[config.mk]
export PLATFORM = sky130hd
export DESIGN_NAME = eightxthree_encoder
export DESIGN_NICKNAME = d
export VERILOG_FILES = /design/src/rtl/eightxthree_encoder.sv
export SDC_FILE = /design/constraint.sdc
export NUM_CORES = 1
export LEC_CHECK = 0
export ABC_CLOCK_PERIOD_IN_PS = 1800
export CAP_MARGIN = 40
export CORE_MARGIN = 4
export CORE_UTILIZATION = 37
export CTS_BUF_LIST = sky130_fd_sc_hd__clkbuf_8
export DETAILED_ROUTE_END_ITERATION = 16
export MAX_ROUTING_LAYER = met4
export PLACE_DENSITY = 0.75
export SLEW_MARGIN = 10
export SYNTH_ARGS = -nofsm -noshare
export SYNTH_HDL_FRONTEND = slang
export SYNTH_SLANG_ARGS = --single-unit
[constraint.sdc]
create_clock -name clk -period 1.8 [get_ports clk]
set_input_delay 0.45 -clock clk [delete_from_list [all_inputs] [get_ports clk]]
set_output_delay 0.45 -clock clk [all_outputs]
set_load 0.02 [all_outputs]
[src/rtl/eightxthree_encoder.sv]
`default_nettype none
// ============================================================================
// Module      : eightxthree_encoder
// Description : Sequential 8-to-3 request encoder. Eight request lines are
//               captured into a pending register, and one 3-bit index at a
//               time is presented over a valid/ready handshake.
//               Simultaneous requests are serialized and never lost.
//               Optional macro ENC_ROUND_ROBIN_EN selects round-robin
//               arbitration. The default build uses fixed lowest-index
//               priority.
// Revision    : 1.0 - initial release
// ============================================================================
module eightxthree_encoder (
    input  logic       clk,
    input  logic       rst_n,
    input  logic [7:0] req,
    output logic       out_valid,
    input  logic       out_ready,
    output logic [2:0] code,
    output logic [7:0] pending,
    output logic       busy
);

    logic [7:0] r_pending;
    logic       r_valid;
    logic [2:0] r_code;

    logic [2:0] w_sel;
    logic       w_load;
    logic [7:0] w_load_mask;

    // The slot takes a new index whenever it is empty or being drained
    // this edge, and something is waiting.
    assign w_load      = (!r_valid || out_ready) && (r_pending != 8'h00);
    assign w_load_mask = w_load ? (8'd1 << w_sel) : 8'd0;

`ifdef ENC_ROUND_ROBIN_EN
    logic [2:0] r_ptr;
    logic [2:0] w_start;
    logic [2:0] w_idx;
    logic [7:0] w_rot;
    logic [2:0] w_off;

    // The search begins one past the last served index.
    assign w_start = r_ptr + 3'd1;

    // Rotate pending so that bit 0 of w_rot is the first candidate.
    always_comb begin
        w_rot = 8'h00;
        w_idx = 3'd0;
        for (int i = 0; i < 8; i++) begin
            w_idx    = w_start + 3'(i);
            w_rot[i] = r_pending[w_idx];
        end
    end

    // Pick the lowest set bit of the rotated view, then map it back to an
    // absolute index.
    always_comb begin
        w_off = 3'd0;
        for (int i = 7; i >= 0; i--) begin
            if (w_rot[i]) begin
                w_off = 3'(i);
            end
        end
        w_sel = w_start + w_off;
    end

    // Remember the last loaded index. Reset to 7 gives index 0 first turn.
    always_ff @(posedge clk or negedge rst_n) begin
        if (!rst_n) begin
            r_ptr <= 3'd7;
        end else if (w_load) begin
            r_ptr <= w_sel;
        end
    end
`else
    // Fixed priority: the lowest pending index wins.
    always_comb begin
        w_sel = 3'd0;
        for (int i = 7; i >= 0; i--) begin
            if (r_pending[i]) begin
                w_sel = 3'(i);
            end
        end
    end
`endif

    // Pending capture and output slot. A req on the bit being loaded
    // re-arms that bit, so the new event is served again later.
    always_ff @(posedge clk or negedge rst_n) begin
        if (!rst_n) begin
            r_pending <= 8'h00;
            r_valid   <= 1'b0;
            r_code    <= 3'd0;
        end else begin
            r_pending <= (r_pending & ~w_load_mask) | req;
            if (w_load) begin
                r_valid <= 1'b1;
                r_code  <= w_sel;
            end else if (r_valid && out_ready) begin
                r_valid <= 1'b0;
            end
        end
    end

    assign out_valid = r_valid;
    assign code      = r_code;
    assign pending   = r_pending;
    assign busy      = (|r_pending) | r_valid;

endmodule
`default_nettype wire

==> run summary, run 1 <==
number of global-route vias before repair: 563
Synth Warn #: 0
global-route wire length before repair: 2.539 mm
root buffer cell: clkbuf_8
Die W: 46.22 um
Power Density: 645.8 nW/um2
antenna viol nets, final: 0
full die area: 2136 um2
RSZ-0062 raised after global routing: true
Mapped Area: 540.5 um2
GRT Resource Usage Total: 17.63%
slew at the pin with the worst max-slew slack: 0.5649 ns
routed len/inst: 14.72 um
pre-CTS WS: -0.4609 ns
CTS tree: yes
1st-iter DRT viols: 10
Die Span Y: 46.22 um
Arrival @ worst endpoint: 1.67 ns
flops & latches, synth: 12
Final period util: 117.5%
initial antenna violation count: 0
Startpoint Class: flip-flop
Worst EP required: 1.35 ns
ys async rst share: 100.0%
Combinational Power Share: 13.2%
IO Count: 24
Initial DRT Pass Iterations: 4
max-cap viol count: 0
P_sw: 0.1476 mW
average cell area after synthesis: 11.03 um2
Clock Skews: 0.01054 ns
status: finished, violations left
Core Util, Final: 72.14%
met2 GRT Util: 26.10%
initial core utilization: 40.53%
Remaining DRCs: 0
Slew Limit Headroom: 62.22%
clock transition at the registers of the reported paths: 0.06 ns
maximum vdd drop: 0.5083 mV
register share of total power: 45.6%
clk sink count: 12
Final GP Congestion: 0.7881
DR vias: 549
number of flops mapped to enable cells by yosys: 0
Hold-fix buffers, CTS: 0
worst hold-check path type: reg -> reg
Syn Inst Count: 49
sequential-to-total area share from yosys stat: 55.56%
critical path capture point type: primary output
Worst Setup Path Type: reg -> out
failing checks: setup timing
commonest cells after routing, fill and taps aside: clkdlybuf4s50_1 (14), buf_4 (13), dfrtp_1 (9)
Syn Nets: 60
layout net count: 101
crit path time final: 2.116 ns
setup violators final: 1
met3 Usage GRT: 4.297%
leakage power: 0.3805 nW
hpwl dp: 1.113 mm
GRT Max-Usage Layer: met2
most common cell after layout, fill and taps aside: clkdlybuf4s50_1
largest net degree at the start of global routing: 13
grt ovf: 0
CTS max path bufs: 2
H-tree levels: 1
area grow syn2layout: 78.01%
Final Hold Viols: 0
critical path peak fanout: 2
Yosys cell types: 21
routed vias/inst: 5.279
max-slew violations: 0
CTS Buf Count: 3
DRT Wirelength: 1.531 mm
Switching Share: 23.76%
Core Footprint: 1334 um2
worst skew pair latency: 0.25 ns
Final WS setup: -0.3156 ns
clock power share: 41.2%
Pint: 0.4737 mW
Port-buffer cells: 23
Synth Flop Type: dfrtp_1
n_diodes: 0
GRT met1 Usage: 22.33%
Rows: 13
share of post-route cells with drive strength above 1: 29.21%
fmax: 472.7 MHz
==> layer usage <==
metal	part of all wire [%]	vias up
met4	1.4	0
met5	0	-
met1	44	257
met2	47	26
li1	-	263
met3	7.1	3
==> power by group through the flow <==
stage,registers [mW],clock network [mW],logic [mW]
finish,0.283,0.256,0.0821
global route,0.284,0.269,0.0888
CTS,0.283,0.255,0.0833
detailed placement,0.288,0,0.0838
global placement,0.287,0,0.0830
floorplan,0.301,0,0.0152
==> layout make-up <==
class                      count  area [um2]
inverter                       1       3.754
tap                           15       18.77
multi-input combinational     36       245.2
fill                          97       371.6
clock inverter                 1       3.754
clock buffer                   3       41.29
sequential                    12       304.0
timing repair buffer          36       345.3
==> synth_stat cells (2+ instances only) <==
| cell type | instances | area (um2) |
|---|---|---|
| a21o_1 | 5 | 37.54 |
| a21oi_1 | 2 | 10.01 |
| dfrtp_1 | 12 | 300.3 |
| nand2_1 | 2 | 7.510 |
| nand2b_1 | 5 | 31.28 |
| nor2_1 | 4 | 15.01 |
| o21ai_0 | 2 | 10.01 |
| o31ai_1 | 3 | 22.52 |
| or3_1 | 2 | 12.51 |
==> final timing paths <==
path                       startpoint    endpoint  slack (ns)  cells after the start
max                        pending[6]        busy       -0.32                      3
min                           code[0]     code[0]        0.49                      2
max reg2reg                pending[3]  pending[7]        0.15                      5
min reg2reg                   code[0]     code[0]        0.49                      2
max in group asynchronous       rst_n  pending[2]        0.82                      1
min in group asynchronous       rst_n  pending[4]        0.57                      1
==> worst max-delay path, stage by stage (launching register included) <==
cell and delay (ns):
dfrtp_1 0.38, or4_4 0.53, or3_4 0.37, buf_6 0.14
==> registers in the layout, indices dropped and copies added (netlist names) <==
name / count
code: 3
pending: 8
out_valid: 1
==> cell families after synthesis <==
kind of cell	after synthesis	share of synthesized area (%)
AOI/OAI and AO/OA	16	22.22
buffers and inverters	1	0.6938
DFF	12	55.56
and+or+nand+nor	20	21.53
==> metrics by stage <==
stage / cells / hold WS [ns] / instance area [um2] / TNS (ns) / power [mW]
global placement: 99 / 0.4594 / 892.1 / -0.4561 / 0.3703
floorplan: 49 / 0.1544 / 553.0 / -0.08008 / 0.3161
global route: 104 / 0.5016 / 962.2 / -0.3326 / 0.6420
detailed placement: 99 / 0.4755 / 892.1 / -0.4609 / 0.3716
finish: 104 / 0.4899 / 962.2 / -0.3156 / 0.6213
CTS: 103 / 0.4868 / 937.1 / -0.3284 / 0.6217
==> timing repair <==
item	4_1_cts	5_1_grt
buffers inserted	0	1
resized for setup	7	7
gates cloned	0	0
pin swaps	1	3
endpoints found under the setup margin	2	7
Power figures use the tool's default switching activity.
==> inputs of run 2 (changes only) <==
CELL_PAD_IN_SITES_DETAIL_PLACEMENT = 0   (was not set)
CELL_PAD_IN_SITES_GLOBAL_PLACEMENT = 2   (was not set)
CORE_UTILIZATION = 22   (was 37)
GPL_ROUTABILITY_DRIVEN = 1   (was not set)
PLACE_DENSITY = not set   (was 0.75)
PLACE_DENSITY_LB_ADDON = 0.1   (was not set)
==> run summary, run 2 (same netlist as run 1, synthesis figures left out) <==
DRT Wirelength: 1.490 mm (-2.7%)
Final period util: 116.7% (-0.80 points)
Critical Path Max Stage Delay: 0.54 ns (about the same)
Clock Skews: 0.005721 ns (-0.004819 ns)
worst hold-check path type: reg -> reg
min-delay src: code[0]
met3 wire length: 118 um (+8.3%)
Critical-path top delay cell: or4_4
n_diodes: 0 (unchanged)
setup violators final: 1 (unchanged)
Hold Path End: code[0]
Arrival @ worst endpoint: 1.65 ns (-0.02 ns)
initial antenna violation count: 0 (unchanged)
routed vias/inst: 4.458 (-16%)
Worst Reg-to-Reg Cells: 5 (unchanged)
worst skew pair latency: 0.24 ns (about the same)
Worst Setup Path Type: reg -> out
routed len/inst: 12.63 um (-14%)
IO Count: 24 (unchanged)
CTS tree: yes
grt ovf: 0 (unchanged)
status: finished, violations left
global-route wire length before repair: 2.442 mm (-3.8%)
largest net degree at the start of global routing: 13 (unchanged)
metal2 WL: 620 um (-14%)
layout net count: 102 (+0.99%)
Rows: 17 (+4)
clk sink count: 12 (unchanged)
critical path's top delay family: simple AND/OR/NAND/NOR gates
max reg flops: 8 (unchanged)
commonest cells after routing, fill and taps aside: clkdlybuf4s50_1 (14), buf_4 (14), dfrtp_1 (9)
1st-iter DRT viols: 7 (-3)
R2R Path End: pending[7]
clock transition at the registers of the reported paths: 0.05 ns (about the same)
R2R Path Start: pending[2]
Core Util, Final: 43.32% (-29 points)
share of post-route cells with drive strength above 1: 30.00% (+0.79 points)
Worst EP required: 1.35 ns (about the same)
top sig layer: met3
post-CTS setup buffer count: 0 (unchanged)
fmax: 475.9 MHz (+0.69%)
Remaining DRCs: 0 (unchanged)
worst reg2reg setup slack: 0.13 ns (-0.02 ns)
hpwl dp: 1.155 mm (+3.8%)
failing checks: setup timing
Initial DRT Pass Iterations: 4 (unchanged)
max-slew violations: 0 (unchanged)
Die Span Y: 57.57 um (+25%)
Final GP Congestion: 0.7851 (-0.38%)
DR vias: 526 (-4.2%)
Hold Worst Slack: 0.4800 ns (-0.009927 ns)
Startpoint Class: flip-flop
maximum vdd drop: 0.2309 mV (-55%)
Port-buffer cells: 23 (unchanged)
number of global-route vias before repair: 535 (-5.0%)
max-cap viol count: 0 (unchanged)
CTS max path bufs: 2 (unchanged)
crit-path cells: or4_4 > or3_4 > buf_6
full die area: 3314 um2 (+55%)
area grow syn2layout: 82.41%
leakage power: 0.3883 nW (+2.0%)
Final Hold Viols: 0 (unchanged)
Final WS setup: -0.3012 ns (+0.01442 ns)
Die W: 57.57 um (+25%)
critical path peak fanout: 2 (unchanged)
H-tree levels: 1 (unchanged)
critical path capture point type: primary output
root buffer cell: clkbuf_8
CTS Buf Count: 3 (unchanged)
Core Footprint: 2276 um2 (+71%)
antenna viol nets, final: 0 (unchanged)
CP bufs+invs: 1 (unchanged)
Slew Limit Headroom: 64.15% (+1.9 points)
Power Density: 617.1 nW/um2 (-4.4%)
worst hold path depth: 2 (unchanged)
initial core utilization: 23.75% (-17 points)
crit path time final: 2.101 ns (-0.01442 ns)
Metal-1 WL: 751 um (+11%)
GRT Resource Usage Total: 10.16% (-7.5 points)
RSZ-0062 raised after global routing: true
slew at the pin with the worst max-slew slack: 0.5361 ns (-0.02883 ns)
-- run 2: through the flow --
| step | worst slack (ns) | power [mW] | cells | cell area (um2) | setup TNS (ns) |
|---|---|---|---|---|---|
| finish | -0.3012 | 0.6084 | 118 | 985.9 | -0.3012 |
| global route | -0.3612 | 0.6439 | 118 | 985.9 | -0.3612 |
| CTS | -0.3133 | 0.6197 | 118 | 968.4 | -0.3133 |
| detailed placement | -0.4694 | 0.3754 | 114 | 923.4 | -0.4694 |
| global placement | -0.4658 | 0.3761 | 114 | 923.4 | -0.4658 |
| floorplan | -0.08008 | 0.3161 | 49 | 553.0 | -0.08008 |
-- run 2: area by class of cell --
cell class	count	area, um2
fillers	226	1290
repair buffers	37	352.8
flip-flops and latches	12	304.0
multi-input cells	36	245.2
clock buffers	3	41.29
well taps	28	35.03
clock inverters	1	3.754
inverters	1	3.754
-- run 2: report_power, final --
group / internal [mW] / switching [mW]
registers: 0.279 / 0.00444
logic: 0.0478 / 0.0376
clock network: 0.150 / 0.0905
-- run 2: worst max-delay path by stage --
| stage | start | endpoint | slack, ns | cells past startpoint |
|---|---|---|---|---|
| after floorplan | pending[2] | busy | -0.08 | 2 |
| after global placement | pending[7] | busy | -0.47 | 3 |
| after detailed placement | pending[7] | busy | -0.47 | 3 |
| after CTS | pending[5] | busy | -0.31 | 3 |
| after global routing | pending[5] | busy | -0.36 | 3 |
| final | pending[2] | busy | -0.30 | 3 |
-- run 2: per-layer routing --
layer  GRT usage (%)  vias to the layer above
li1                -                      265
met1           13.92                      238
met2           13.39                       23
met3           4.299                        0
met4           2.980                        0
met5               -                        -
-- run 2: worst min-delay path, stage by stage (launching register included) --
cell     delay, ns
dfrtp_1       0.34
nand2_1       0.05
o31ai_1       0.05
-- run 2: repair_timing --
item | CTS | global route
hold buffers | 0 | 0
endpoints found under the setup margin | 2 | 8
resized for setup | 7 | 7
pin swaps | 1 | 0
